### config.mk
export PLATFORM = sky130hd
export DESIGN_NAME = seven_seg_scan_driver_flat
export DESIGN_NICKNAME = d
export VERILOG_FILES = /design/src/rtl/seven_seg_scan_driver_if.sv /design/src/rtl/seven_seg_scan_driver.sv /design/src/flat_wrapper.sv
export SDC_FILE = /design/constraint.sdc
export NUM_CORES = 1
export LEC_CHECK = 0
export ABC_CLOCK_PERIOD_IN_PS = 2500
export CELL_PAD_IN_SITES_DETAIL_PLACEMENT = 0
export CELL_PAD_IN_SITES_GLOBAL_PLACEMENT = 1
export CORE_ASPECT_RATIO = 0.7
export CORE_MARGIN = 3
export CORE_UTILIZATION = 39
export DETAILED_ROUTE_END_ITERATION = 7
export PLACE_DENSITY_LB_ADDON = 0.1
export SLEW_MARGIN = 5
export SYNTH_ARGS = -nofsm -noshare
export SYNTH_HDL_FRONTEND = slang
export SYNTH_SLANG_ARGS = --single-unit
### constraint.sdc
create_clock -name clk -period 2.5 [get_ports clk]
set_input_delay 0.375 -clock clk [delete_from_list [all_inputs] [get_ports clk]]
set_output_delay 0.375 -clock clk [all_outputs]
set_load 0.005 [all_outputs]
### src/rtl/seven_seg_scan_driver_if.sv
// Display bus for seven_seg_scan_driver: BCD capture strobe/data in, segment/anode drive out.
`timescale 1ns/1ps
interface seven_seg_scan_driver_if;
  logic        load;
  logic [15:0] bcd_in;
  logic [6:0]  seg;
  logic [3:0]  an;
  logic [1:0]  digit_sel;
  logic        bad_digit;

  modport master (output load, output bcd_in,
                  input seg, input an, input digit_sel, input bad_digit);
  modport slave  (input load, input bcd_in,
                  output seg, output an, output digit_sel, output bad_digit);
endinterface

### src/rtl/seven_seg_scan_driver.sv
// Four-digit multiplexed 7-segment driver with one-cycle anode blanking on every digit change.
// Optional build macro LEADING_ZERO_BLANK_EN suppresses leading zeros on digits 3..1.
`timescale 1ns/1ps
module seven_seg_scan_driver #(
  parameter int unsigned SCAN_DIV       = 50000,
  parameter bit          SEG_ACTIVE_LOW = 1'b1,
  parameter bit          AN_ACTIVE_LOW  = 1'b1
) (
  input  logic                    clk,
  input  logic                    reset,
  seven_seg_scan_driver_if.slave  bus
);

  localparam int unsigned    PW      = (SCAN_DIV > 1) ? $clog2(SCAN_DIV) : 1;
  localparam logic [PW-1:0]  PMAX    = PW'(SCAN_DIV - 1);
  localparam logic [6:0]     SEG_OFF = SEG_ACTIVE_LOW ? 7'h7F : 7'h00;
  localparam logic [3:0]     AN_OFF  = AN_ACTIVE_LOW ? 4'hF : 4'h0;

  function automatic logic [6:0] decode(input logic [3:0] d);
    logic [6:0] s;
    case (d)
      4'd0:    s = 7'h3F;
      4'd1:    s = 7'h06;
      4'd2:    s = 7'h5B;
      4'd3:    s = 7'h4F;
      4'd4:    s = 7'h66;
      4'd5:    s = 7'h6D;
      4'd6:    s = 7'h7D;
      4'd7:    s = 7'h07;
      4'd8:    s = 7'h7F;
      4'd9:    s = 7'h6F;
      default: s = 7'h40;
    endcase
    return s;
  endfunction

  function automatic logic any_bad(input logic [15:0] v);
    return (v[3:0] > 4'd9) || (v[7:4] > 4'd9) || (v[11:8] > 4'd9) || (v[15:12] > 4'd9);
  endfunction

  logic [PW-1:0] presc_q, presc_d;
  logic [1:0]    idx_q, idx_d;
  logic [15:0]   digits_q, digits_d;
  logic          bad_q, bad_d;
  logic [6:0]    seg_q, seg_d;
  logic [3:0]    an_q, an_d;
  logic [1:0]    sel_q, sel_d;
  logic          tick_s;
  logic          lz_s;
  logic [3:0]    nib_s;
  logic [6:0]    seg_hi_s;
  logic [3:0]    an_hi_s;

  // Scan timing, digit latch and next output image; outputs track the post-edge index/latch.
  always_comb begin
    tick_s   = (presc_q == PMAX);
    presc_d  = tick_s ? {PW{1'b0}} : presc_q + PW'(1);
    idx_d    = tick_s ? idx_q + 2'd1 : idx_q;
    digits_d = digits_q;
    bad_d    = bad_q;
    if (bus.load) begin
      digits_d = bus.bcd_in;
      bad_d    = any_bad(bus.bcd_in);
    end else begin
      digits_d = digits_q;
      bad_d    = bad_q;
    end

    nib_s = 4'd0;
    lz_s  = 1'b0;
    case (idx_d)
      2'd0:    nib_s = digits_d[3:0];
      2'd1:    nib_s = digits_d[7:4];
      2'd2:    nib_s = digits_d[11:8];
      2'd3:    nib_s = digits_d[15:12];
      default: nib_s = 4'd0;
    endcase
`ifdef LEADING_ZERO_BLANK_EN
    // A dash nibble is non-zero, so it stops blanking of the digits below it.
    case (idx_d)
      2'd3:    lz_s = (digits_d[15:12] == 4'd0);
      2'd2:    lz_s = (digits_d[15:8]  == 8'd0);
      2'd1:    lz_s = (digits_d[15:4]  == 12'd0);
      default: lz_s = 1'b0;
    endcase
`else
    lz_s = 1'b0;
`endif
    seg_hi_s = lz_s ? 7'h00 : decode(nib_s);
    an_hi_s  = tick_s ? 4'h0 : (4'b0001 << idx_d);
    seg_d    = SEG_ACTIVE_LOW ? ~seg_hi_s : seg_hi_s;
    an_d     = AN_ACTIVE_LOW ? ~an_hi_s : an_hi_s;
    sel_d    = idx_d;
  end

  // State and output registers.
  always_ff @(posedge clk or negedge reset) begin
    if (!reset) begin
      presc_q  <= {PW{1'b0}};
      idx_q    <= 2'd0;
      digits_q <= 16'h0000;
      bad_q    <= 1'b0;
      seg_q    <= SEG_OFF;
      an_q     <= AN_OFF;
      sel_q    <= 2'd0;
    end else begin
      presc_q  <= presc_d;
      idx_q    <= idx_d;
      digits_q <= digits_d;
      bad_q    <= bad_d;
      seg_q    <= seg_d;
      an_q     <= an_d;
      sel_q    <= sel_d;
    end
  end

  assign bus.seg       = seg_q;
  assign bus.an        = an_q;
  assign bus.digit_sel = sel_q;
  assign bus.bad_digit = bad_q;

endmodule

### src/flat_wrapper.sv
// flat-port wrapper written by rule: the top's interface ports become plain ports
module seven_seg_scan_driver_flat 
#(
  parameter int unsigned SCAN_DIV       = 50000,
  parameter bit          SEG_ACTIVE_LOW = 1'b1,
  parameter bit          AN_ACTIVE_LOW  = 1'b1
)
  (clk, reset, bus_load, bus_bcd_in, bus_seg, bus_an, bus_digit_sel, bus_bad_digit);
  seven_seg_scan_driver_if bus_i ();
  input  logic clk;
  input  logic reset;
  input wire logic [$bits(bus_i.load)-1:0] bus_load;
  input wire logic [$bits(bus_i.bcd_in)-1:0] bus_bcd_in;
  output wire logic [$bits(bus_i.seg)-1:0] bus_seg;
  output wire logic [$bits(bus_i.an)-1:0] bus_an;
  output wire logic [$bits(bus_i.digit_sel)-1:0] bus_digit_sel;
  output wire logic [$bits(bus_i.bad_digit)-1:0] bus_bad_digit;
  assign bus_i.load = bus_load;
  assign bus_i.bcd_in = bus_bcd_in;
  assign bus_seg = bus_i.seg;
  assign bus_an = bus_i.an;
  assign bus_digit_sel = bus_i.digit_sel;
  assign bus_bad_digit = bus_i.bad_digit;
  seven_seg_scan_driver #(.SCAN_DIV(SCAN_DIV), .SEG_ACTIVE_LOW(SEG_ACTIVE_LOW), .AN_ACTIVE_LOW(AN_ACTIVE_LOW)) u_core (.clk(clk), .reset(reset), .bus(bus_i));
endmodule
==> reports/results.ini <==
[outcome]
outcome=finished, final reports clean

[timing]
fmax_mhz=415
setup_viol=0
fin_crit_ns=2.41
postLayoutSetupSlackWorst_ns=0.0928
fin_skew_ns=0.00637
hold_viol_final=0
post-route-period-util_pct=96.3
slew_headroom_pct=70.9
worst_slew_pin_slew_ns=0.424
slew_viol_final=0
holdWs_ns=0.495

[clock_tree]
clkSlewWorstSetupHoldPaths_ns=0.09
cts_max_level=2
clock-root-buffer=clkbuf_8
cts_sinks=46
tritoncts=done
clockBufferDepth=2
cts_made_buffers=5
clock_latency_ns=0.31

[synth]
synth_top_cell_area_share_pct=36.7
synth_flop_cell=dfrtp_1
ys_seq_area_share_pct=48.8
synth_edf_count=0
syn_inst=213
synth_cell_type_count=42
yosys_warnings=0
synth_area_leaders=dfrtp_1 (37%), dfstp_2 (12%), mux2i_1 (6.7%), mux2_2 (6.1%), nand3_1 (3.4%)
synth_area_leader_cell=dfrtp_1
avgSynthCellArea_um2=11.2
ys_seq_elements=46
syn_area_um2=2380
synthesis.nets=238
async_reset_ff_share_pct=100

[grt]
grt_max_degree=20
track_usage_pct=16.3
grt_pass1_vias=1742
overflow=0
grt_pass1_wl_um=8960
antenna_found_initial=0

[setup_path]
cp_data_arrival_time_ns=2.64
critPathMostFrequentCell=buf_4
slowest_stage=dfrtp_1
cp_max_fo=7
crit_type=reg2reg
cp_slowest_stage_delay_ns=0.42
startpoint_type=flop
cp_num_buf_inv=2
crit_chain=nor4b_4, and4_4, buf_4, mux2i_1, nand4_1, buf_4, ha_1, mux2_4, a22oi_2
crit_required_ns=2.73
crit_family=simple AND/OR/NAND/NOR gates
end_kind=flop

[place]
finalWeightedCongestion=0.757
dp_cells=345
dp_slack_ns=-0.222
post-dp-hpwl_um=4100
io_buffer_count=32

[finish]
final_common_cell=buf_4
final_layout_size_suffix_gt1_share_pct=30.3
final_nets=308
area_growth_pct=32.0
fin_cells=359
final_cell_mix=buf_4 (42), dfrtp_1 (35), clkdlybuf4s50_1 (31)
diodes=0

[floorplan]
die_w_um=99.5
row_count=23
fp.dieH_um=71.4
io_pins=33
initial_utilization_pct=41.0
core_um2=5810
die_area_um2=7100

[routing]
drc=0
drt_iter0_markers=95
postRouteWirelength_um=5430
drt-wirelength-per-cell_um=15.1
via_per_inst=4.95
num_vias=1776
postRouteAntennaNets=0
dr.pass1.iters=5

[pwr]
power.leakage_nw=1.36
power_density_nw_per_um2=498
peakVddDrop_mv=0.165

[flow_run]
maxCapViolations=0

[hold_path]
hp-class=in2async

[repair_timing]
action | 4_1_cts | 5_1_grt
setup endpoints to repair | 6 | 7
buffers inserted | 0 | 5
hold buffers | 1 | 0
hold endpoints to repair | 13 | 0
pin swaps | 0 | 3
resized for setup | 1 | 3
[cells in the mapped netlist (2+ instances only)]
master,n
nand3_1,16
nand2_1,14
nor3_1,3
nand2b_1,4
buf_6,2
xnor2_1,6
dfrtp_1,35
and4_1,4
o21ai_0,6
a21oi_1,3
inv_1,6
xor2_1,9
nand4_1,4
ha_1,6
mux2_2,13
clkbuf_1,5
buf_2,3
mux2i_1,16
and3_1,2
dfstp_2,11
buf_4,2
nor2_1,21
a2bb2oi_1,3
[metrics by stage]
step / TNS, ns / util (%) / instance area [um2] / power, mW
4_1_cts: 0 / 53.4 / 3100 / 1.58
6_report: 0 / 54.2 / 3150 / 1.57
2_1_floorplan: 0 / - / 2390 / 0.957
5_1_grt: -0.00298 / 54.2 / 3150 / 1.65
3_5_place_dp: -1.20 / 51.7 / 3010 / 1.11
3_3_place_gp: -1.19 / 51.7 / 3010 / 1.11
[routing by layer]
| layer | track usage (%) | part of all wire (%) | vias up |
|---|---|---|---|
| met2 | 19.3 | 35 | 38 |
| li1 | - | - | 883 |
| met5 | 0 | 0 | - |
| met1 | 28.0 | 60 | 850 |
| met3 | 3.99 | 5.0 | 5 |
| met4 | 4.55 | 0.81 | 0 |
[where the power goes]
group	switching [mW]	internal (mW)	leakage [nW]	total, mW
registers	0.0135	0.802	0.549	0.816
clock network	0.275	0.197	0.0483	0.472
logic	0.120	0.161	0.764	0.281
total	0.408	1.16	1.36	1.57
[registers in the layout, indices dropped and copies added (netlist names)]
signal,count
u_core.digits_q,16
u_core.presc_q,16
u_core.bus.seg,7
u_core.bus.an,4
u_core.idx_q,2
u_core.bus.bad_digit,1
[final timing paths]
check | cells after the start | to | slack (ns) | start
min reg2reg | 1 | u_core.presc_q[13]$_DFF_PN0_ | 0.50 | u_core.presc_q[13]$_DFF_PN0_
max in group asynchronous | 3 | u_core.bus.an[2]$_DFF_PN1_ | 1.38 | reset
min | 2 | u_core.presc_q[14]$_DFF_PN0_ | 0.50 | reset
max | 9 | u_core.bus.seg[4]$_DFF_PN1_ | 0.09 | u_core.presc_q[11]$_DFF_PN0_
max reg2reg | 9 | u_core.bus.seg[4]$_DFF_PN1_ | 0.09 | u_core.presc_q[11]$_DFF_PN0_
min in group clk | 1 | u_core.presc_q[13]$_DFF_PN0_ | 0.50 | u_core.presc_q[13]$_DFF_PN0_
[cells by family after synthesis]
| logic type | synth area share, % |
|---|---|
| fa+ha+maj | 3.15 |
| xor+xnor | 5.51 |
| buf+inv | 4.72 |
| flops | 48.8 |
| compound gates | 6.24 |
| mux | 14.4 |
| simple gates | 17.1 |
[final cells by class]
class                           count  area (um2)
Clock buffer                        5        68.8
Clock inverter                      3        18.8
Fill cell                         523        2670
Inverter                            7        26.3
Multi-Input combinational cell    147        1110
Sequential cell                    46        1160
Tap cell                           75        93.8
Timing Repair Buffer               76         661
(Power assumes the default switching activity.)
==> patch 1 (config.mk and constraints unchanged) <==
`SCAN_DIV` is set to 50000 in 2 places; all go to 12500.
--- a/src/rtl/seven_seg_scan_driver.sv
+++ b/src/rtl/seven_seg_scan_driver.sv
@@ -2,7 +2,7 @@
 // Optional build macro LEADING_ZERO_BLANK_EN suppresses leading zeros on digits 3..1.
 `timescale 1ns/1ps
 module seven_seg_scan_driver #(
-  parameter int unsigned SCAN_DIV       = 50000,
+  parameter int unsigned SCAN_DIV       = 12500,
   parameter bit          SEG_ACTIVE_LOW = 1'b1,
   parameter bit          AN_ACTIVE_LOW  = 1'b1
 ) (
--- a/src/flat_wrapper.sv
+++ b/src/flat_wrapper.sv
@@ -1,7 +1,7 @@
 // flat-port wrapper written by rule: the top's interface ports become plain ports
 module seven_seg_scan_driver_flat 
 #(
-  parameter int unsigned SCAN_DIV       = 50000,
+  parameter int unsigned SCAN_DIV       = 12500,
   parameter bit          SEG_ACTIVE_LOW = 1'b1,
   parameter bit          AN_ACTIVE_LOW  = 1'b1
 )
Behaviour: same outputs for any inputs over 10 cycles, from zero or initial values and one cycle with reset low; that may be too few to reach the edited logic, so the function may still have changed.
==> patch 1 against the unedited design <==
  * Wire length is 8.8% lower
  * Cell area decreased by 8.0%
  * Power grew 0.87%
  * Worst hold slack got worse by 0.26 ns
  * Utilization fell by 1.5 points
  * Via count down 9.0%
  * Cell count shrank 11%
  * Worst setup slack better by 0.051 ns
  * Clock skew grew 0.0029 ns
  * Sequential cell count is 2 lower
  * Area after synthesis fell by 2.4%
  * Sequential power is 4.2% lower
==> patch 1: results (changes against the unedited design) <==
* Drt via density at 5.08 (+2.8%)
* Worst clock skew at 0.00928 ns (+0.00291 ns)
* Worst-skew pair later-pin latency at 0.29 ns (-0.02 ns)
* Main area contributors after synthesis: dfrtp_1 (35%), dfstp_2 (12%), mux2_2 (7.3%)
* Worst-case clock buffer depth at 2 (unchanged)
* Pin count of the biggest net entering global routing at 45 (+130%)
* Gr usage total at 15.1% (-1.2 points)
* Status: complete, no violations
* Share of layout cells above drive strength 1 at 28.5% (-1.8 points)
* Fill cells at 497 (-5.0%)
* Largest stage delay on the critical path at 0.48 ns (+0.06 ns)
* Post-layout nets at 270 (-12%)
* Synth Instances at 198 (-7.0%)
* Placed cells at 308 (-11%)
* HPWL Detailed at 3.71 mm (-9.5%)
* Drt initial violations at 68 (-28%)
* Vias in the first global route at 1623 (-6.8%)
* Global-route wire length before repair at 8.39 mm (-6.4%)
* Worst vdd ir at 0.338 mV (+110%)
* Cell Area, Placed at 0.00275 mm2 (-8.4%)
* Dpl ws at -0.225 ns (-0.00340 ns)
* GPL Wtd Cong at 0.801 (+5.8%)
* Flip-flop count of the largest register after layout at 16
* Avg WL per Cell at 15.6 um (+3.0%)
* Arr. time, crit path at 2.57 ns (-0.07 ns)
* Seq/Total Area, Yosys at 47.9% (-0.94 points)
* Largest fanout on the critical path at 8 (+1)
* Detailed Routing Iterations Pass 1 at 4 (-1)
* Hold crit path type: primary input to async pin
* Internal power at 1220 uW (+5.2%)
* Syn_nets at 223 (-6.3%)
* Worst relative slew slack at 36.3% (-35 points)
* Routed Wire Length at 4.95 mm (-8.8%)
* H-tree levels at 2 (unchanged)
* Post-synth cell types at 47 (+12%)
* Leakage at 0.00125 uW (-8.1%)
* Synth top cells by count: dfrtp_1 (33), nor2_1 (19), mux2_2 (15), mux2i_1 (14), nand2_1 (14)
[patch 1: changes by cell type in the layout (fill, tap and decap cells not counted), sizes merged, moves of 3 or more]
cell and delta:
buf -24, nand3 -6, xor2 -4, clkinv -3, inv -3, nand4 -3
[patch 1: final cells by class]
class / count / area, um2 / area share [%]
Tap cell: 72 / 90.1 / 3.11
Multi-Input combinational cell: 139 / 1110 / 38.3
Timing Repair Buffer: 51 / 462 / 15.9
Sequential cell: 44 / 1110 / 38.5
Clock inverter: 1 / 30.0 / 1.04
Inverter: 4 / 15.0 / 0.518
Clock buffer: 7 / 76.3 / 2.63
[patch 1: cell families (layout without fill, tap and decap cells)]
| logic type | after synthesis | in the layout | synth area share [%] |
|---|---|---|---|
| adder cells (fa/ha/maj) | 6 | 6 | 3.23 |
| buffers and inverters | 15 | 63 | 5.27 |
| XOR/XNOR | 13 | 13 | 4.89 |
| multiplexers | 31 | 31 | 14.9 |
| AO/OA/AOI/OAI | 23 | 23 | 7.85 |
| flip-flops | 44 | 44 | 47.9 |
| AND/OR/NAND/NOR | 66 | 66 | 16.0 |
[patch 1: repair_timing]
item / CTS / global route
setup buffers: 0 / 1
endpoints found under the setup margin: 0 / 4
resized for setup: 0 / 7
[patch 1: power by group through the flow]
stage,combinational (uW),clock (uW),sequential [uW]
after floorplan,128,0,797
after global placement,253,0,797
after detailed placement,260,0,797
after CTS,262,544,783
after global routing,296,579,789
final,271,529,782
[patch 1: worst paths after layout]
check,startpoint,endpoint,slack (ns),cells after the start
max reg2reg,u_core.presc_q[9],u_core.bus.seg[4],0.14,9
max in group asynchronous,reset,u_core.digits_q[11],1.68,1
min in group clk,u_core.presc_q[7],u_core.presc_q[7],0.50,1
min reg2reg,u_core.presc_q[7],u_core.presc_q[7],0.50,1
max,u_core.presc_q[9],u_core.bus.seg[4],0.14,9
min,reset,u_core.idx_q[0],0.24,1
[patch 1: worst max-delay path: cells and delay by family (launching register included)]
| kind | cells | cell delay, ns |
|---|---|---|
| DFF | 1 | 0.48 |
| muxes | 2 | 0.42 |
| adders and majority gates | 1 | 0.20 |
| buffers and inverters | 2 | 0.29 |
| and+or+nand+nor | 2 | 0.51 |
| AOI/OAI and AO/OA | 2 | 0.37 |
[patch 1: metal layers]
metal	GRT usage, %	up-vias	share of wire (%)
li1	-	785	-
met1	25.1	786	56
met2	19.0	41	38
met3	3.35	5	5.2
met4	3.94	0	0.71
met5	0	-	0
[patch 1: metrics by stage]
stage               utilization [%]  hold slack [ns]  power (uW)
floorplan                         -           0.0794         925
global placement               50.0            0.469        1050
detailed placement             50.0            0.489        1060
CTS                            51.9            0.262        1590
global route                   52.6            0.312        1660
finish                         52.6            0.235        1580
==> patch 2 (config.mk and constraints unchanged) <==
Made on the original files. Reset style: synchronous (`reset`), changed in one clocked block.
--- a/src/rtl/seven_seg_scan_driver.sv
+++ b/src/rtl/seven_seg_scan_driver.sv
@@ -94,7 +94,7 @@
   end
 
   // State and output registers.
-  always_ff @(posedge clk or negedge reset) begin
+  always_ff @(posedge clk) begin
     if (!reset) begin
       presc_q  <= {PW{1'b0}};
       idx_q    <= 2'd0;
Behaviour: differs if reset is asserted again (counterexample within 4 cycles, from zero or initial values and one cycle with reset low); with reset held inactive, the same outputs for 10 cycles.
==> patch 2 against the unedited design <==
  * Cell area grew 0.24%
  * Count of clock-buffer cells in the layout grew 3
  * Power about the same
  * Wire length up 2.5%
  * Sequential cell count is the same
  * Worst setup slack improved by 0.017 ns
  * Clock power increased by 13%
  * Global-route usage up 0.13 points
  * Clock skew decreased by 0.0017 ns
  * Combinational power shrank 8.2%
  * Area after synthesis down 2.6%
  * Highest routed layer unchanged
==> patch 2: results (changes against the unedited design) <==
* Synth async-reset ratio at 0% (-100 points)
* Hold crit path type: flip-flop to flip-flop
* Gr usage total at 16.4% (+0.13 points)
* Worst vdd ir at 0.329 mV (+100%)
* Reg-to-Reg End: u_core.bus.seg[6]
* Fin cells at 383 (+6.7%)
* Routed Wire Length at 5.56 mm (+2.5%)
* Leakage at 0.00135 uW (-1.2%)
* Synth Instances at 240 (+13%)
* Seq/Total Area, Yosys at 39.6% (-9.2 points)
* Post-CTS Setup Bufs at 2 (+2)
* Fin Hold WS at 0.496 ns (+0.000931 ns)
* Post-Synth XOR/XNOR Area at 4.90% (-0.61 points)
* GPL Wtd Cong at 0.801 (+5.8%)
* Worst setup endpoint: u_core.bus.seg[6]
* Metal-1 WL at 3.15 mm (-2.7%)
* Top Layer Used: met4
* Net Switching at 373 uW (-8.5%)
* Met3 Wirelength at 197 um (-28%)
* Post-CTS resize count at 0 (-1)
* Routed wl met2 at 2.18 mm (+16%)
* Arr. time, crit path at 2.63 ns (about the same)
* Post-synthesis compound-gate area fraction at 7.70% (+1.5 points)
* Drt via density at 4.91 (-0.72%)
* Pin count of the biggest net entering global routing at 31 (+55%)
* Post-layout nets at 335 (+8.8%)
* Largest fanout on the critical path at 5 (-2)
* Antenna violations before repair at 0 (unchanged)
* Synth top cells by count: dfxtp_1 (46), mux2i_1 (24), nor2_1 (21), nand2_1 (18), nor2b_1 (18)
* Placed cells at 367 (+6.4%)
* Worst-Margin Slew at 0.582 ns (+0.158 ns)
* Post-synthesis adder-cell area fraction at 3.23% (+0.083 points)
* Clock period minus worst slack at 2.39 ns (-0.0170 ns)
* Status: complete, no violations
* Cell Area, Placed at 0.00295 mm2 (-1.8%)
* Dpl ws at -0.302 ns (-0.0797 ns)
* Detailed Routing Iterations Pass 1 at 4 (-1)
* Most numerous cell in the Yosys netlist: dfxtp_1
* Share of layout cells above drive strength 1 at 25.4% (-4.9 points)
* Global-route wire length before repair at 9.28 mm (+3.5%)
* Post-synth cell types at 43 (+2.4%)
* Worst clock skew at 0.00469 ns (-0.00168 ns)
* M3 GR Usage at 4.14% (+0.15 points)
* Global Route met1 Usage at 26.7% (-1.2 points)
* Syn_nets at 265 (+11%)
* Met2 usage at 21.5% (+2.2 points)
* Crit path from: u_core.presc_q[12]
* Reg power frac at 49.7% (-2.3 points)
* Comb power frac at 16.5% (-1.4 points)
* Main area contributors after synthesis: dfxtp_1 (40%), mux2i_1 (10%), nor2b_1 (4.8%)
==> patch 2: cell types whose count changed after synthesis, sizes merged, moves of 4 or more <==
cell	change
nand2	+4
mux2i	+8
nor2b	+17
xnor2	+4
xor2	-6
and3	+6
nand2b	-4
nor3	+6
dfrtp	-35
a32oi	+4
dfxtp	+46
dfstp	-11
mux2	-10
nand3	-9
==> patch 2: critical path, stage by stage, from the launching register on <==
cell     delay, ns
dfxtp_1       0.35
nor4_4        0.33
nand4_4       0.18
mux2_2        0.30
or4_4         0.53
inv_2         0.08
ha_1          0.14
inv_1         0.05
mux2_4        0.27
o21ai_2       0.10
==> patch 2: cell type report <==
| type | count | area [um2] |
|---|---|---|
| Clock buffer | 8 | 110 |
| Fill cell | 500 | 2350 |
| Inverter | 9 | 33.8 |
| Multi-Input combinational cell | 171 | 1330 |
| Sequential cell | 46 | 922 |
| Tap cell | 72 | 90.1 |
| Timing Repair Buffer | 77 | 673 |
